**src/rtl/uart_rx_fifo_if.sv**
```systemverilog
// Handshake bundle between the UART receiver, the RX FIFO and the host read port.
// The FIFO uses the slave modport; the receiver/host side uses master.
interface uart_rx_fifo_if #(
  parameter int DATA_WIDTH = 8
);
  logic [DATA_WIDTH-1:0] in_data;
  logic                  in_valid;
  logic                  in_err;
  logic                  rd_ready;
  logic                  rd_valid;
  logic [DATA_WIDTH-1:0] rd_data;
  logic                  rd_err;

  modport master (
    output in_data, in_valid, in_err, rd_ready,
    input  rd_valid, rd_data, rd_err
  );

  modport slave (
    input  in_data, in_valid, in_err, rd_ready,
    output rd_valid, rd_data, rd_err
  );
endinterface

```
**src/rtl/uart_rx_fifo.sv**
```systemverilog
// 16550-style receive FIFO: first-word-fall-through read port, sticky overflow,
// level/threshold status and character timeout. Define UART_RX_FIFO_ERR_DROP_EN
// to discard errored characters instead of storing them (adds err_seen).
module uart_rx_fifo #(
  parameter int DATA_WIDTH     = 8,
  parameter int ADDR_WIDTH     = 4,
  parameter int THRESH         = 8,
  parameter int TIMEOUT_CYCLES = 640
) (
  input  logic                rx_clk,
  input  logic                rst_n,
  uart_rx_fifo_if.slave       bus,
  input  logic                flush,
  input  logic                ovf_clr,
  output logic [ADDR_WIDTH:0] level,
  output logic                full,
  output logic                empty,
  output logic                thresh,
  output logic                overflow,
  output logic                timeout
`ifdef UART_RX_FIFO_ERR_DROP_EN
  ,
  output logic                err_seen
`endif
);

  localparam int DEPTH = 1 << ADDR_WIDTH;
  localparam int CNT_W = $clog2(TIMEOUT_CYCLES + 1);
  localparam logic [CNT_W-1:0] CNT_MAX = CNT_W'(TIMEOUT_CYCLES);

  logic [ADDR_WIDTH:0]   wr_ptr;
  logic [ADDR_WIDTH:0]   rd_ptr;
  logic [DATA_WIDTH:0]   mem [DEPTH];
  logic [DATA_WIDTH:0]   head;
  logic [CNT_W-1:0]      idle_cnt;

  logic accept_char;
  logic push;
  logic pop;
  logic drop_full;

  // A character that is a candidate for storage; flush discards it outright.
`ifdef UART_RX_FIFO_ERR_DROP_EN
  logic err_drop;
  assign accept_char = bus.in_valid && !bus.in_err && !flush;
  assign err_drop    = bus.in_valid &&  bus.in_err && !flush;
`else
  assign accept_char = bus.in_valid && !flush;
`endif

  assign empty  = (wr_ptr == rd_ptr);
  assign full   = (wr_ptr[ADDR_WIDTH] != rd_ptr[ADDR_WIDTH]) &&
                  (wr_ptr[ADDR_WIDTH-1:0] == rd_ptr[ADDR_WIDTH-1:0]);
  assign level  = wr_ptr - rd_ptr;
  assign thresh = (level >= (ADDR_WIDTH + 1)'(THRESH));

  // A pop frees a slot in the same edge, so a full FIFO still accepts a push.
  assign pop       = !empty && bus.rd_ready && !flush;
  assign push      = accept_char && (!full || pop);
  assign drop_full = accept_char && full && !pop;

  assign head         = mem[rd_ptr[ADDR_WIDTH-1:0]];
  assign bus.rd_valid = !empty;
  assign bus.rd_data  = head[DATA_WIDTH-1:0];
`ifdef UART_RX_FIFO_ERR_DROP_EN
  assign bus.rd_err   = 1'b0;
`else
  assign bus.rd_err   = head[DATA_WIDTH];
`endif

  // NOTE: storage has no reset; rd_data is only meaningful while rd_valid=1,
  // and leaving the array unreset lets it map onto plain RAM.
  always_ff @(posedge rx_clk) begin
    if (push) begin
      mem[wr_ptr[ADDR_WIDTH-1:0]] <= {bus.in_err, bus.in_data};
    end
  end

  // Pointers carry one extra wrap bit and roll over naturally.
  always_ff @(posedge rx_clk or negedge rst_n) begin
    if (!rst_n) begin
      wr_ptr <= '0;
      rd_ptr <= '0;
    end else if (flush) begin
      wr_ptr <= '0;
      rd_ptr <= '0;
    end else begin
      if (push) wr_ptr <= wr_ptr + 1'b1;
      if (pop)  rd_ptr <= rd_ptr + 1'b1;
    end
  end

  // Sticky flags: a new set in the same cycle as a clear takes precedence.
  always_ff @(posedge rx_clk or negedge rst_n) begin
    if (!rst_n) begin
      overflow <= 1'b0;
    end else if (drop_full) begin
      overflow <= 1'b1;
    end else if (ovf_clr) begin
      overflow <= 1'b0;
    end
  end

`ifdef UART_RX_FIFO_ERR_DROP_EN
  always_ff @(posedge rx_clk or negedge rst_n) begin
    if (!rst_n) begin
      err_seen <= 1'b0;
    end else if (err_drop) begin
      err_seen <= 1'b1;
    end else if (ovf_clr) begin
      err_seen <= 1'b0;
    end
  end
`endif

  // Idle counter runs only while data sits untouched; timeout lags it by one edge.
  always_ff @(posedge rx_clk or negedge rst_n) begin
    if (!rst_n) begin
      idle_cnt <= '0;
      timeout  <= 1'b0;
    end else if (flush) begin
      idle_cnt <= '0;
      timeout  <= 1'b0;
    end else begin
      timeout <= (idle_cnt == CNT_MAX);
      if (push || pop || empty) begin
        idle_cnt <= '0;
      end else if (idle_cnt != CNT_MAX) begin
        idle_cnt <= idle_cnt + 1'b1;
      end
    end
  end

endmodule

```
**src/flat_wrapper.sv**
```systemverilog
// flat-port wrapper written by rule: the top's interface ports become plain ports
module uart_rx_fifo_flat 
#(
  parameter int DATA_WIDTH     = 8,
  parameter int ADDR_WIDTH     = 4,
  parameter int THRESH         = 8,
  parameter int TIMEOUT_CYCLES = 640
)
  (rx_clk, rst_n, flush, ovf_clr, level, full, empty, thresh, overflow, timeout, bus_in_data, bus_in_valid, bus_in_err, bus_rd_ready, bus_rd_valid, bus_rd_data, bus_rd_err);
  uart_rx_fifo_if #(.DATA_WIDTH(DATA_WIDTH)) bus_i ();
  input  logic rx_clk;
  input  logic rst_n;
  input  logic flush;
  input  logic ovf_clr;
  output logic [ADDR_WIDTH:0] level;
  output logic full;
  output logic empty;
  output logic thresh;
  output logic overflow;
  output logic timeout;
  input wire logic [$bits(bus_i.in_data)-1:0] bus_in_data;
  input wire logic [$bits(bus_i.in_valid)-1:0] bus_in_valid;
  input wire logic [$bits(bus_i.in_err)-1:0] bus_in_err;
  input wire logic [$bits(bus_i.rd_ready)-1:0] bus_rd_ready;
  output wire logic [$bits(bus_i.rd_valid)-1:0] bus_rd_valid;
  output wire logic [$bits(bus_i.rd_data)-1:0] bus_rd_data;
  output wire logic [$bits(bus_i.rd_err)-1:0] bus_rd_err;
  assign bus_i.in_data = bus_in_data;
  assign bus_i.in_valid = bus_in_valid;
  assign bus_i.in_err = bus_in_err;
  assign bus_i.rd_ready = bus_rd_ready;
  assign bus_rd_valid = bus_i.rd_valid;
  assign bus_rd_data = bus_i.rd_data;
  assign bus_rd_err = bus_i.rd_err;
  uart_rx_fifo #(.DATA_WIDTH(DATA_WIDTH), .ADDR_WIDTH(ADDR_WIDTH), .THRESH(THRESH), .TIMEOUT_CYCLES(TIMEOUT_CYCLES)) u_core (.rx_clk(rx_clk), .rst_n(rst_n), .bus(bus_i), .flush(flush), .ovf_clr(ovf_clr), .level(level), .full(full), .empty(empty), .thresh(thresh), .overflow(overflow), .timeout(timeout));
endmodule
```
**config.mk**
```make
export PLATFORM = sky130hd
export DESIGN_NAME = uart_rx_fifo_flat
export DESIGN_NICKNAME = d
export VERILOG_FILES = /design/src/rtl/uart_rx_fifo_if.sv /design/src/rtl/uart_rx_fifo.sv /design/src/flat_wrapper.sv
export SDC_FILE = /design/constraint.sdc
export NUM_CORES = 1
export LEC_CHECK = 0
export ABC_AREA = 1
export ABC_CLOCK_PERIOD_IN_PS = 7400
export CORE_MARGIN = 4
export CORE_UTILIZATION = 29
export CTS_CLUSTER_SIZE = 16
export DETAILED_ROUTE_END_ITERATION = 8
export SKIP_CTS_REPAIR_TIMING = 1
export SLEW_MARGIN = 0
export SYNTH_ARGS = -nofsm -noshare
export SYNTH_HDL_FRONTEND = slang
export SYNTH_SLANG_ARGS = --single-unit
```
**constraint.sdc**
```tcl
create_clock -name rx_clk -period 7.4 [get_ports rx_clk]
set_input_delay 1.48 -clock rx_clk [delete_from_list [all_inputs] [get_ports rx_clk]]
set_output_delay 1.48 -clock rx_clk [all_outputs]
set_load 0.03 [all_outputs]
```
## Yosys cells after proc, flatten, opt, wreduce, memory -nomap -nowiden

Memories as Yosys holds them, arrays and structs flattened.
Index checks and enable logic that the tools add are counted.

- Register bits: 22
- Bits in writable memories: 144
- Input bits: 15
- Output and inout bits: 20
- Word-level logic and storage cells: 46
- Memories kept: 1

Memory list:

| name | words | bits a word | rd ports | clocked after Yosys merged registers in | write ports | line | source |
|---|---|---|---|---|---|---|---|
| u_core.mem | 16 | 9 | 1 | 0 | 1 | uart_rx_fifo.sv:33 | `logic [DATA_WIDTH:0] mem [DEPTH];` |

- Add/sub/neg operators: 4
- $lt $le $gt $ge: 1
- Eq/ne operators: 5
- Muxes and demuxes: 12
- Reductions and logical operators: 18

Operator list:

| cell | count |
|---|---|
| 10-bit 2-to-1 mux | 3 |
| 5-bit 2-to-1 mux | 4 |
| 10-bit by 1-bit adder with 10-bit output (second input constant) | 1 |
| 5-bit by 1-bit adder with 5-bit output (second input constant) | 2 |
| 10-bit == test (second input constant) | 1 |
| 10-bit inequality test (second input constant) | 1 |
| 1-bit logical AND | 7 |
| 2-bit nonzero test | 3 |
| 5-bit == test | 1 |
| 5-bit by 4-bit >= comparator with 1-bit output (second input constant) | 1 |
| 1-bit 2-to-1 mux | 5 |
| 5-bit subtractor | 1 |
| 4-bit == test | 1 |
| 1-bit zero test | 4 |
| 1-bit logical OR | 3 |
| 3-bit nonzero test | 1 |
| 1-bit inequality test | 1 |

## Depth between registers and ports, before layout

- Depth in word-level cells: 10
- Gate-level depth with buffers: 12
- Mapped depth without buffers: 10

## Worst setup path after synthesis

OpenSTA, ideal clock, no wires.

- Path type: register to output
- Start: reg u_core.rd_ptr[1]
- End: out thresh
- Data arrival time: 2.168 ns
- Slack: 3.752 ns
- Stages on the path, launching flop included: 9
- Cell sequence: dfrtp_1 > buf_2 > inv_1 > clkbuf_1 > ha_1 > nand2_1 > o21ai_0 > xor2_1 > or2_2

- Longest elaborated chain between the ends: 2

RTL lines:

| what | line | source |
|---|---|---|
| start, declared | uart_rx_fifo.sv:32 | `logic [ADDR_WIDTH:0] rd_ptr;` |
| start signal, assigned | uart_rx_fifo.sv:89 | `if (pop) rd_ptr <= rd_ptr + 1'b1;` |
| 5-bit subtractor | uart_rx_fifo.sv:54 | `assign level = wr_ptr - rd_ptr;` |
| via level[3] | flat_wrapper.sv:15 | `output logic [ADDR_WIDTH:0] level;` |
| 5-bit by 4-bit >= comparator with 1-bit output | uart_rx_fifo.sv:55 | `assign thresh = (level >= (ADDR_WIDTH + 1)'(THRESH));` |
| end, declared | flat_wrapper.sv:18 | `output logic thresh;` |

The timed path passes the listed nets, and every way through them passes these cells.

## Worst setup path after layout

- Start: reg u_core.rd_ptr[1]
- End: out thresh

- Longest elaborated chain between the ends: 2

RTL lines:

| what | line |
|---|---|
| 5-bit subtractor | uart_rx_fifo.sv:54 |
| 5-bit by 4-bit >= comparator with 1-bit output | uart_rx_fifo.sv:55 |

No other way between the ends.

==> results.toml <==
[status]
status = "completed"

[clocking]
cts_max_level = 4
clock_path_buffers = 2
cts_tree = "built"
cts_buffers = 17
cts_sinks = 166
cts_root_buffer = "clkbuf_16"
clk_pin_slew_ps = 60
clk_latency_ps = 420

[die]
dieArea_um2 = 26850
die_w_um = 163.9
placementRows = 56
ios = 35
die-height_um = 163.9
core_um2 = 23680
start_util_pct = 29.75

[critical_path]
path_class = "flip-flop to output pin"
endpoint_kind = "output pin"
worst_path_dominant_cell_family = "buffers and inverters"
path_depth = 7
worst-path-buf-inv = 2
crit_chain = "inv_1 -> ha_1 -> nand2_1 -> o21ai_0 -> xor2_1 -> or2_2 -> clkdlybuf4s50_1"
r2r.worst_path.cells = 9
critPathLaunchType = "flip-flop"
critPathMaxFanout = 58
max_stage_delay_ps = 1030
cp_data_arrival_time_ps = 3860
slowest_stage = "dfrtp_2"
cp.required_ps = 5920

[timing]
clock_skew_ps = 11.69
fin_ws_ps = 2058
rsz0062_at_grt = "no"
min_period_ps = 5342
worstMarginPinSlew_ps = 1188
period_share_pct = 72.18
setup_viol_count_final = 0
relSlewSlack_pct = 20.77
setup_tns_ps = 0
slew_violations = 0
hold_viol_final = 0
max_freq_mhz = 187.2

[global_routing]
grt-ovfl-total = 0
grt_max_degree = 76
grt_first_pass_wirelength_um = 24980
grt_pass1_vias = 4409
grt_util_all_layers_pct = 12.18
antenna_found_initial = 0

[synthesis]
syn-instance-count = 600
synth_nets = 627
ys_seq_elements = 166
synth-simple-area-share_pct = 13.23
yosysUniqueCellTypes = 32
yosysWarningCount = 0
syn-cell-area_um2 = 7046
synth_xor_area_share_pct = 1.243
post_synth_fa_ha_maj_area_fraction_pct = 2.238
ys_seq_area_share_pct = 69.19
muxShareOfSynthArea_pct = 0
synth_top_family_by_area = "simple AND/OR/NAND/NOR gates"
synth_area_per_cell_um2 = 11.74
synth_compound_area_share_pct = 10.58

[layout]
n_fill_cell = 2393
final_util_pct = 34.63
final_nets = 653
final_layout_size_suffix_gt1_share_pct = 6.729
antenna_cells = 0
areaGrowthSynthToFinish_pct = 16.41

[placement]
place_hpwl_um = 9638
gp_congestion = 0.7536
dp_worst_setup_slack_ps = 2454
port-buffer-count = 34

[detailed_routing]
dr.pass1.iters = 4
drt-initial-drc-count = 395
vias = 4527
drc = 0
ant_nets = 0
wl_per_cell_um = 16.58
avgViaCountPerCell = 4.725
routed_wl_um = 15880

[run]
cap_violations = 0

[power_and_ir_drop]
vdd_drop_max_v = 0.0001885
p_leak_nw = 2.773
powerDensity_nw_per_um2 = 273.5

[worst_hold_path]
hold_depth = 2
hold_path_class = "flip-flop to flip-flop"
==> report_power, final <==
group	leakage (nW)	total [mW]	internal (mW)	switching, mW
clock network	0.258	0.807	0.460	0.347
logic	0.916	0.394	0.130	0.264
registers	1.60	1.04	1.03	0.0156
total	2.77	2.24	1.62	0.626
==> cell usage after synthesis (all sizes together) <==
cell | count | area share (%)
edfxtp | 144 | 61
nor2 | 121 | 6.6
o21ai | 84 | 6.0
nand2 | 57 | 3.2
inv | 31 | 1.7
nand3 | 31 | 2.3
dfrtp | 22 | 7.8
o211ai | 19 | 2.2
o22ai | 19 | 1.7
clkbuf | 15 | 0.80
buf | 13 | 1.1
ha | 11 | 2.0
nor3 | 10 | 0.71
xor2 | 8 | 0.99
a21oi | 5 | 0.52
nand4 | 4 | 0.36
xnor2 | 2 | 0.25
a31oi | 1 | 0.089
fa | 1 | 0.28
o31ai | 1 | 0.11
or2 | 1 | 0.089
==> placed cells by master, fill, tap and decap left out, drive strengths merged <==
master / n
edfxtp: 144
nor2: 121
o21ai: 84
nand2: 57
clkdlybuf4s50: 34
inv: 33
nand3: 31
dfrtp: 22
o22ai: 19
o211ai: 19
clkbuf: 19
ha: 11
nor3: 10
xor2: 8
clkinv: 8
a21oi: 5
nand4: 4
xnor2: 2
clkinvlp: 2
or2: 1
a31oi: 1
o31ai: 1
fa: 1
bufinv: 1
buf: 1
==> final timing paths <==
check	from	end	slack (ps)
max	u_core.rd_ptr[1]$_DFFE_PN0P_	thresh	2060
min	u_core.overflow$_DFFE_PN0P_	u_core.overflow$_DFFE_PN0P_	540
max reg2reg	u_core.rd_ptr[1]$_DFFE_PN0P_	u_core.mem[4][0]$_DFFE_PP_	3280
min reg2reg	u_core.overflow$_DFFE_PN0P_	u_core.overflow$_DFFE_PN0P_	540
max in group asynchronous	rst_n	u_core.rd_ptr[0]$_DFFE_PN0P_	5090
min in group asynchronous	rst_n	u_core.overflow$_DFFE_PN0P_	1620
==> state kept, by name (all words and copies together), names as in the netlist <==
| name | flops |
|---|---|
| u_core.mem | 144 |
| u_core.idle_cnt | 10 |
| u_core.rd_ptr | 5 |
| u_core.wr_ptr | 5 |
| u_core.overflow | 1 |
| u_core.timeout | 1 |
==> tightest hold or removal path, delay by kind of cell (launching register included) <==
kind	cells	cell delay, ps
AO/OA/AOI/OAI	1	70
buffers and inverters	1	50
flip-flops	1	380
==> cells by family (layout without fill, tap and decap cells) <==
logic type               after synthesis  count (layout)
AO/OA/AOI/OAI                        129             129
XOR/XNOR                              10              10
flip-flops                           166             166
buffers and inverters                 59              98
adder cells (fa/ha/maj)               12              12
AND/OR/NAND/NOR                      224             224
==> cell type report <==
| type | count | area [µm²] | area share [%] |
|---|---|---|---|
| timing repair buffer | 35 | 347.8 | 4.241 |
| clock buffer | 19 | 432.9 | 5.278 |
| clock inverter | 13 | 105.1 | 1.281 |
| sequential | 166 | 4877 | 59.47 |
| tap | 319 | 399.1 | 4.867 |
| multi-input combinational | 375 | 1923 | 23.45 |
| inverter | 31 | 116.4 | 1.419 |
==> metrics by stage <==
| step | power (mW) | cell area, µm² | instances | hold WS [ps] |
|---|---|---|---|---|
| floorplan | 1.314 | 7046 | 600 | 498.8 |
| global placement | 1.459 | 7664 | 926 | 522.1 |
| detailed placement | 1.461 | 7664 | 926 | 534.6 |
| CTS | 2.265 | 8202 | 958 | 544.7 |
| global route | 2.344 | 8202 | 958 | 577.7 |
| finish | 2.244 | 8202 | 958 | 542.4 |
==> layer usage <==
metal  GRT usage (%)  vias up  part of all wire (%)
met1           16.76     2213                    44
li1                -     2191                     -
met2           19.39      109                    48
met4           3.736        0                   1.2
met3           2.610       14                   6.2
met5               0        -                     0
Power figures use the tool's default switching activity.
